## config.mk

```make
export PLATFORM = sky130hd
export DESIGN_NAME = uart_frame_parser
export DESIGN_NICKNAME = d
export VERILOG_FILES = /design/src/rtl/uart_frame_parser.sv
export SDC_FILE = /design/constraint.sdc
export NUM_CORES = 1
export LEC_CHECK = 0
export CORE_MARGIN = 1
export CORE_UTILIZATION = 60
export CTS_CLUSTER_DIAMETER = 50
export CTS_CLUSTER_SIZE = 16
export DETAILED_ROUTE_END_ITERATION = 10
export HOLD_SLACK_MARGIN = 0.15
export PLACE_DENSITY = 0.85
export SKIP_CTS_REPAIR_TIMING = 1
export SYNTH_ARGS = -nofsm -noshare
export SYNTH_HDL_FRONTEND = slang
export SYNTH_SLANG_ARGS = --single-unit
```

## constraint.sdc

```tcl
create_clock -name sys_clk -period 3.58 [get_ports sys_clk]
set_clock_uncertainty 0.2 [all_clocks]
set_input_delay 0.716 -clock sys_clk [delete_from_list [all_inputs] [get_ports sys_clk]]
set_output_delay 0.716 -clock sys_clk [all_outputs]
set_load 0.03 [all_outputs]
```

## src/rtl/uart_frame_parser.sv

```systemverilog
// Command framer behind the UART receiver: turns done-level bytes into
// SYNC/CMD/ARG/CHK frames, checks the XOR checksum and an inter-byte timeout.
module uart_frame_parser #(
    parameter logic [7:0]  SYNC_BYTE   = 8'hAA,
    parameter int unsigned TIMEOUT_CYC = 1_000_000
) (
    input  logic       sys_clk,
    input  logic       sys_rst_n,
    input  logic       uart_rx_done,
    input  logic [7:0] uart_rx_data,
    output logic       cmd_valid,
    output logic [7:0] cmd_code,
    output logic [7:0] cmd_arg,
    output logic       frame_err,
    output logic [1:0] err_type,
    output logic [7:0] err_cnt,
    output logic       busy,
    output logic [1:0] dbg_state
);

    typedef enum logic [1:0] {
        IDLE    = 2'd0,
        GET_CMD = 2'd1,
        GET_ARG = 2'd2,
        GET_CHK = 2'd3
    } state_t;

    localparam logic [23:0] TO_LAST = 24'(TIMEOUT_CYC - 1);

    state_t      state, state_nxt;
    logic        done_d;
    logic        byte_stb;
    logic [23:0] to_cnt, to_cnt_nxt;
    logic [7:0]  cmd_q, cmd_q_nxt;
    logic [7:0]  arg_q, arg_q_nxt;
    logic [7:0]  cmd_code_nxt, cmd_arg_nxt, err_cnt_nxt;
    logic [1:0]  err_type_nxt;
    logic        cmd_valid_nxt, frame_err_nxt;
    logic        raise_err;

    // The receiver holds done high for a whole bit-time; only its rising edge is a byte.
    assign byte_stb  = uart_rx_done & ~done_d;
    assign dbg_state = state;

    always_comb begin
        state_nxt     = state;
        to_cnt_nxt    = to_cnt + 24'd1;
        cmd_q_nxt     = cmd_q;
        arg_q_nxt     = arg_q;
        cmd_code_nxt  = cmd_code;
        cmd_arg_nxt   = cmd_arg;
        cmd_valid_nxt = 1'b0;
        frame_err_nxt = 1'b0;
        err_type_nxt  = err_type;
        err_cnt_nxt   = err_cnt;
        raise_err     = 1'b0;

        case (state)
            IDLE: begin
                to_cnt_nxt = '0;
                if (byte_stb && uart_rx_data == SYNC_BYTE) begin
                    state_nxt = GET_CMD;
                end
            end
            GET_CMD: begin
                if (byte_stb) begin
                    cmd_q_nxt = uart_rx_data;
                    state_nxt = GET_ARG;
                end
            end
            GET_ARG: begin
                if (byte_stb) begin
                    arg_q_nxt = uart_rx_data;
                    state_nxt = GET_CHK;
                end
            end
            GET_CHK: begin
                if (byte_stb) begin
                    state_nxt = IDLE;
                    if (uart_rx_data == (cmd_q ^ arg_q)) begin
                        cmd_code_nxt  = cmd_q;
                        cmd_arg_nxt   = arg_q;
                        cmd_valid_nxt = 1'b1;
                    end else begin
                        raise_err    = 1'b1;
                        err_type_nxt = 2'b01;
                    end
                end
            end
            default: state_nxt = IDLE;
        endcase

        // A strobe landing on the expiry cycle keeps the frame alive.
        if (state != IDLE) begin
            if (byte_stb) begin
                to_cnt_nxt = '0;
            end else if (to_cnt == TO_LAST) begin
                state_nxt    = IDLE;
                to_cnt_nxt   = '0;
                raise_err    = 1'b1;
                err_type_nxt = 2'b10;
            end
        end

        if (raise_err) begin
            frame_err_nxt = 1'b1;
            if (err_cnt != 8'hFF) begin
                err_cnt_nxt = err_cnt + 8'd1;
            end
        end
    end

    always_ff @(posedge sys_clk or negedge sys_rst_n) begin
        if (!sys_rst_n) begin
            state     <= IDLE;
            done_d    <= 1'b0;
            to_cnt    <= '0;
            cmd_q     <= '0;
            arg_q     <= '0;
            cmd_valid <= 1'b0;
            cmd_code  <= '0;
            cmd_arg   <= '0;
            frame_err <= 1'b0;
            err_type  <= '0;
            err_cnt   <= '0;
            busy      <= 1'b0;
        end else begin
            state     <= state_nxt;
            done_d    <= uart_rx_done;
            to_cnt    <= to_cnt_nxt;
            cmd_q     <= cmd_q_nxt;
            arg_q     <= arg_q_nxt;
            cmd_valid <= cmd_valid_nxt;
            cmd_code  <= cmd_code_nxt;
            cmd_arg   <= cmd_arg_nxt;
            frame_err <= frame_err_nxt;
            err_type  <= err_type_nxt;
            err_cnt   <= err_cnt_nxt;
            busy      <= (state_nxt != IDLE);
        end
    end

endmodule
```

# Yosys cells after proc, flatten, opt, wreduce, memory -nomap -nowiden
# Index checks and enable logic that the tools add are counted.
[classes]
bitwise = 3
eq_ne = 7
mux = 28
reduce_logical = 8
add_sub_neg = 2
[op_table]
columns = ["op", "n"]
rows = [
  ["24-bit 2-to-1 mux", 4],
  ["2-bit 2-to-1 mux", 13],
  ["24-bit by 1-bit adder with 24-bit output, second input constant", 1],
  ["24-bit by 20-bit equality test with 1-bit output, second input constant", 1],
  ["1-bit 2-to-1 mux", 10],
  ["8-bit by 1-bit adder with 8-bit output, second input constant", 1],
  ["8-bit equality test", 1],
  ["8-bit equality test, second input constant", 1],
  ["8-bit inequality test, second input constant", 1],
  ["2-bit case mux with 4 select lines", 1],
  ["8-bit bitwise XOR", 1],
  ["2-bit AND reduction", 3],
  ["2-bit equality test, second input constant", 2],
  ["2-bit nonzero test", 2],
  ["3-bit AND reduction", 1],
  ["2-bit by 1-bit equality test with 1-bit output, second input constant", 1],
  ["2-bit zero test", 1],
  ["1-bit AND", 1],
  ["1-bit logical AND", 1],
  ["1-bit NOT", 1],
]
[totals]
output_inout_bits = 31
in_bits = 11
regBits = 72
wordCells = 60

# Longest topological paths before layout
[depth]
ltp_word = 9
mapped_depth = 8

# Least setup slack after synthesis
# Ideal clock, no wire load.
[synth_timing]
kind = "input to register"
startpoint = "in uart_rx_done"
endpoint = "reg cmd_arg[7]"
slack_ns = 1.082
cell_stages = 5
setup_time_ns = 0.125
n_path_buf = 1
t_arrival_ns = 2.173
cell_sequence = "nor2b_1 -> nand3_1 -> nor4_4 -> buf_8 -> mux2_4"
[synth_via]
elab_chain_len = 2
[synth_lines]
columns = ["item", "line", "rtl"]
rows = [
  ["start: declaration", "9", "input logic uart_rx_done,"],
  ["1-bit AND", "42", "assign byte_stb = uart_rx_done & ~done_d;"],
  ["3-bit AND reduction (no source line)", "n/a", ""],
  ["end signal: assignment", "135", "cmd_arg <= cmd_arg_nxt;"],
  ["end: declaration", "13", "output logic [7:0] cmd_arg,"],
]
# No other way between the ends.
# A chain may end at the register's enable or synchronous reset.

# Final worst setup path
[layout_timing]
startpoint = "in uart_rx_done"
endpoint = "reg cmd_arg[1]"
# The elaborated chain is that of the path after synthesis.

==> reports/qor.txt <==
PortBufs - 41
CTS buffer count - 9
critical path arrival - 2740 ps
initial antenna violation count - 0
P&R area growth vs syn - 19.0%
Yosys warning count - 0
endpoint class of the critical path - register
R2R setup slack - 1250 ps
placed insts - 383
Mapped Area - 0.00350 mm^2
slew of the pin with the lowest slew margin - 923 ps
CP required - 3610 ps
max_cap viols - 0
Combinational Power Share - 0.184
CTS root buf - clkbuf_8
Worst VDD drop - 0.316 mV
number of global-route vias before repair - 2280
die height - 78.4 um
sequential share of the synthesized area - 0.515
Final Util - 0.748
deepest clock path buffer count - 2
Cell Int Power - 1.44 mW
Net Sw Power - 544 uW
Final Instance Count excl. Fillers - 399
Power Density - 475 mW/mm^2
Unique masters post-synth - 48
via count - 2254
per-cell routed wire length - 16.5 um
commonest cells in the netlist - 72 x dfrtp_1, 29 x nor2_1, 23 x mux2_2, 18 x xor2_1, 17 x nand2_1
sw frac - 0.275
CP max stage cell - clkdlybuf4s50_1
fraction of layout cells with a size suffix above 1 - 0.205
Final Setup Violations - 0
NumNets Final - 335
main flop type after synthesis - dfrtp_1
Max FO, Critical Path - 13
Detailed Routing Iterations Pass 1 - 4
leading area contributor after synthesis - dfrtp_1
Sink Count - 72
first-pass GRT wire length - 11100 um
delay-heaviest family, CP - simple AND/OR/NAND/NOR gates
Synth Register Bits - 72
Area contributors post-synth - dfrtp_1 51%, mux2_2 7.4%, xnor3_1 5.1%
Final GP Congestion - 0.777
dpl ws - 521 ps
post-route ant nets - 0
final cycle utilization of the critical path - 0.758
fmax - 368 MHz
critical path type - in2reg
final hold violation count - 0
worst relative slew slack - 0.384
DRC violations left - 0
ant diodes - 0
average size of a mapped cell - 12.8 um^2
Crit path buffers/inverters - 2
Die Wd - 78.4 um
setup slack after layout - 865 ps
EDFF count, synth - 0
max-slew violations - 0
Cells after Synth - 273
Rows - 27
post-route cell area - 0.00417 mm^2
largest net degree at the start of global routing - 44
die area - 0.00614 mm^2
worst skew pair latency - 350 ps
Setup TNS - 0 ps
initial DRC count - 141
Worst path max stage delay - 480 ps
RSZ-0062 raised after global routing - false
total gr overflow - 0
CP startpoint kind - input pin
fin crit period - 2710 ps
FFs w/ async S/R, synth - 1.00
DP Area - 0.00397 mm^2
GRT Total Usage - 0.241
post-synth top area share - 0.515
synthesized net count - 286
CTS tree - yes
Core Area - 0.00557 mm^2
CP cell instances - clkdlybuf4s50_1 > nor2b_1 > nand3_1 > nor4_4 > buf_4 > mux2_2
Leak - 1.90 nW
top-count cell post-synth - dfrtp_1
Post-DP HPWL - 4470 um
Seq pwr share - 0.486
CTS H-tree lvls - 3
status - completed
Worst-path clk slew - 70 ps
Hold Path Class - reg2reg
Ports - 42
clock power share - 0.330
Initial Util - 0.628
WL final - 6580 um
vias per inst - 5.65
[layer usage]
layer / GRT usage / share of wire
met5: 0 / 0
met1: 0.325 / 0.45
met3: 0.0547 / 0.046
met4: 0.113 / 0.012
met2: 0.372 / 0.49
[state kept, by name (all words and copies together), names as in the netlist]
signal     cells
to_cnt        24
dbg_state      2
arg_q          8
cmd_arg        8
err_type       2
err_cnt        8
busy           1
done_d         1
cmd_valid      1
frame_err      1
cmd_q          8
cmd_code       8
[cell type report]
cell class / count / area [um^2]
sequential: 72 / 1800
multi-input combinational: 190 / 1620
fill: 380 / 1410
timing repair buffer: 47 / 450
clock buffer: 13 / 159
tap: 72 / 90.1
clock inverter: 3 / 40.0
inverter: 2 / 7.51
[worst paths after layout]
path | from | endpoint | depth (start not counted)
max in group asynchronous | sys_rst_n | arg_q[0]$_DFFE_PN0P_ | 2
min in group asynchronous | sys_rst_n | to_cnt[21]$_DFF_PN0_ | 1
worst min-delay path | to_cnt[0]$_DFF_PN0_ | to_cnt[0]$_DFF_PN0_ | 1
worst max-delay path | uart_rx_done | cmd_arg[1]$_DFFE_PN0P_ | 6
worst max register to register | to_cnt[21]$_DFF_PN0_ | err_cnt[6]$_DFFE_PN0P_ | 5
worst min register to register | to_cnt[0]$_DFF_PN0_ | to_cnt[0]$_DFF_PN0_ | 1
[through the flow]
stage	power, mW	hold slack, ps
global placement	1.33	272
detailed placement	1.35	281
CTS	2.00	292
finish	1.98	286
floorplan	1.25	220
global route	2.06	324
[power groups by stage]
stage | Clock (mW) | Sequential, mW | Combinational, mW
after floorplan | 0 | 0.972 | 0.279
after global placement | 0 | 0.975 | 0.355
after detailed placement | 0 | 0.978 | 0.369
after CTS | 0.669 | 0.964 | 0.369
after global routing | 0.699 | 0.977 | 0.387
final | 0.653 | 0.963 | 0.364
[worst register-to-register path: stages, from the launching register on]
cell	delay, ps
dfrtp_1	430
or4_4	540
nor3_4	270
nand3_4	180
a211oi_2	260
mux2_1	340
[placed cells by master, fill, tap and decap left out, types with 6 or more instances in the layout]
master,count
dfrtp_1,72
clkdlybuf4s50_1,40
nor2_1,29
mux2_2,23
xor2_1,18
nand2_1,17
clkbuf_8,11
and4_1,9
nand4_1,9
mux2_4,9
xnor3_1,8
and3_1,7
nand3_1,6
buf_4,6
[logic make-up after synthesis]
group	count (synthesis)	share of synthesized area
AOI/OAI and AO/OA	21	0.0493
xor gates and xnor gates	31	0.109
adders and majority gates	2	0.00715
buffers and inverters	11	0.0229
DFF	72	0.515
muxes	35	0.122
and+or+nand+nor	101	0.175
(Power assumes the default switching activity.)
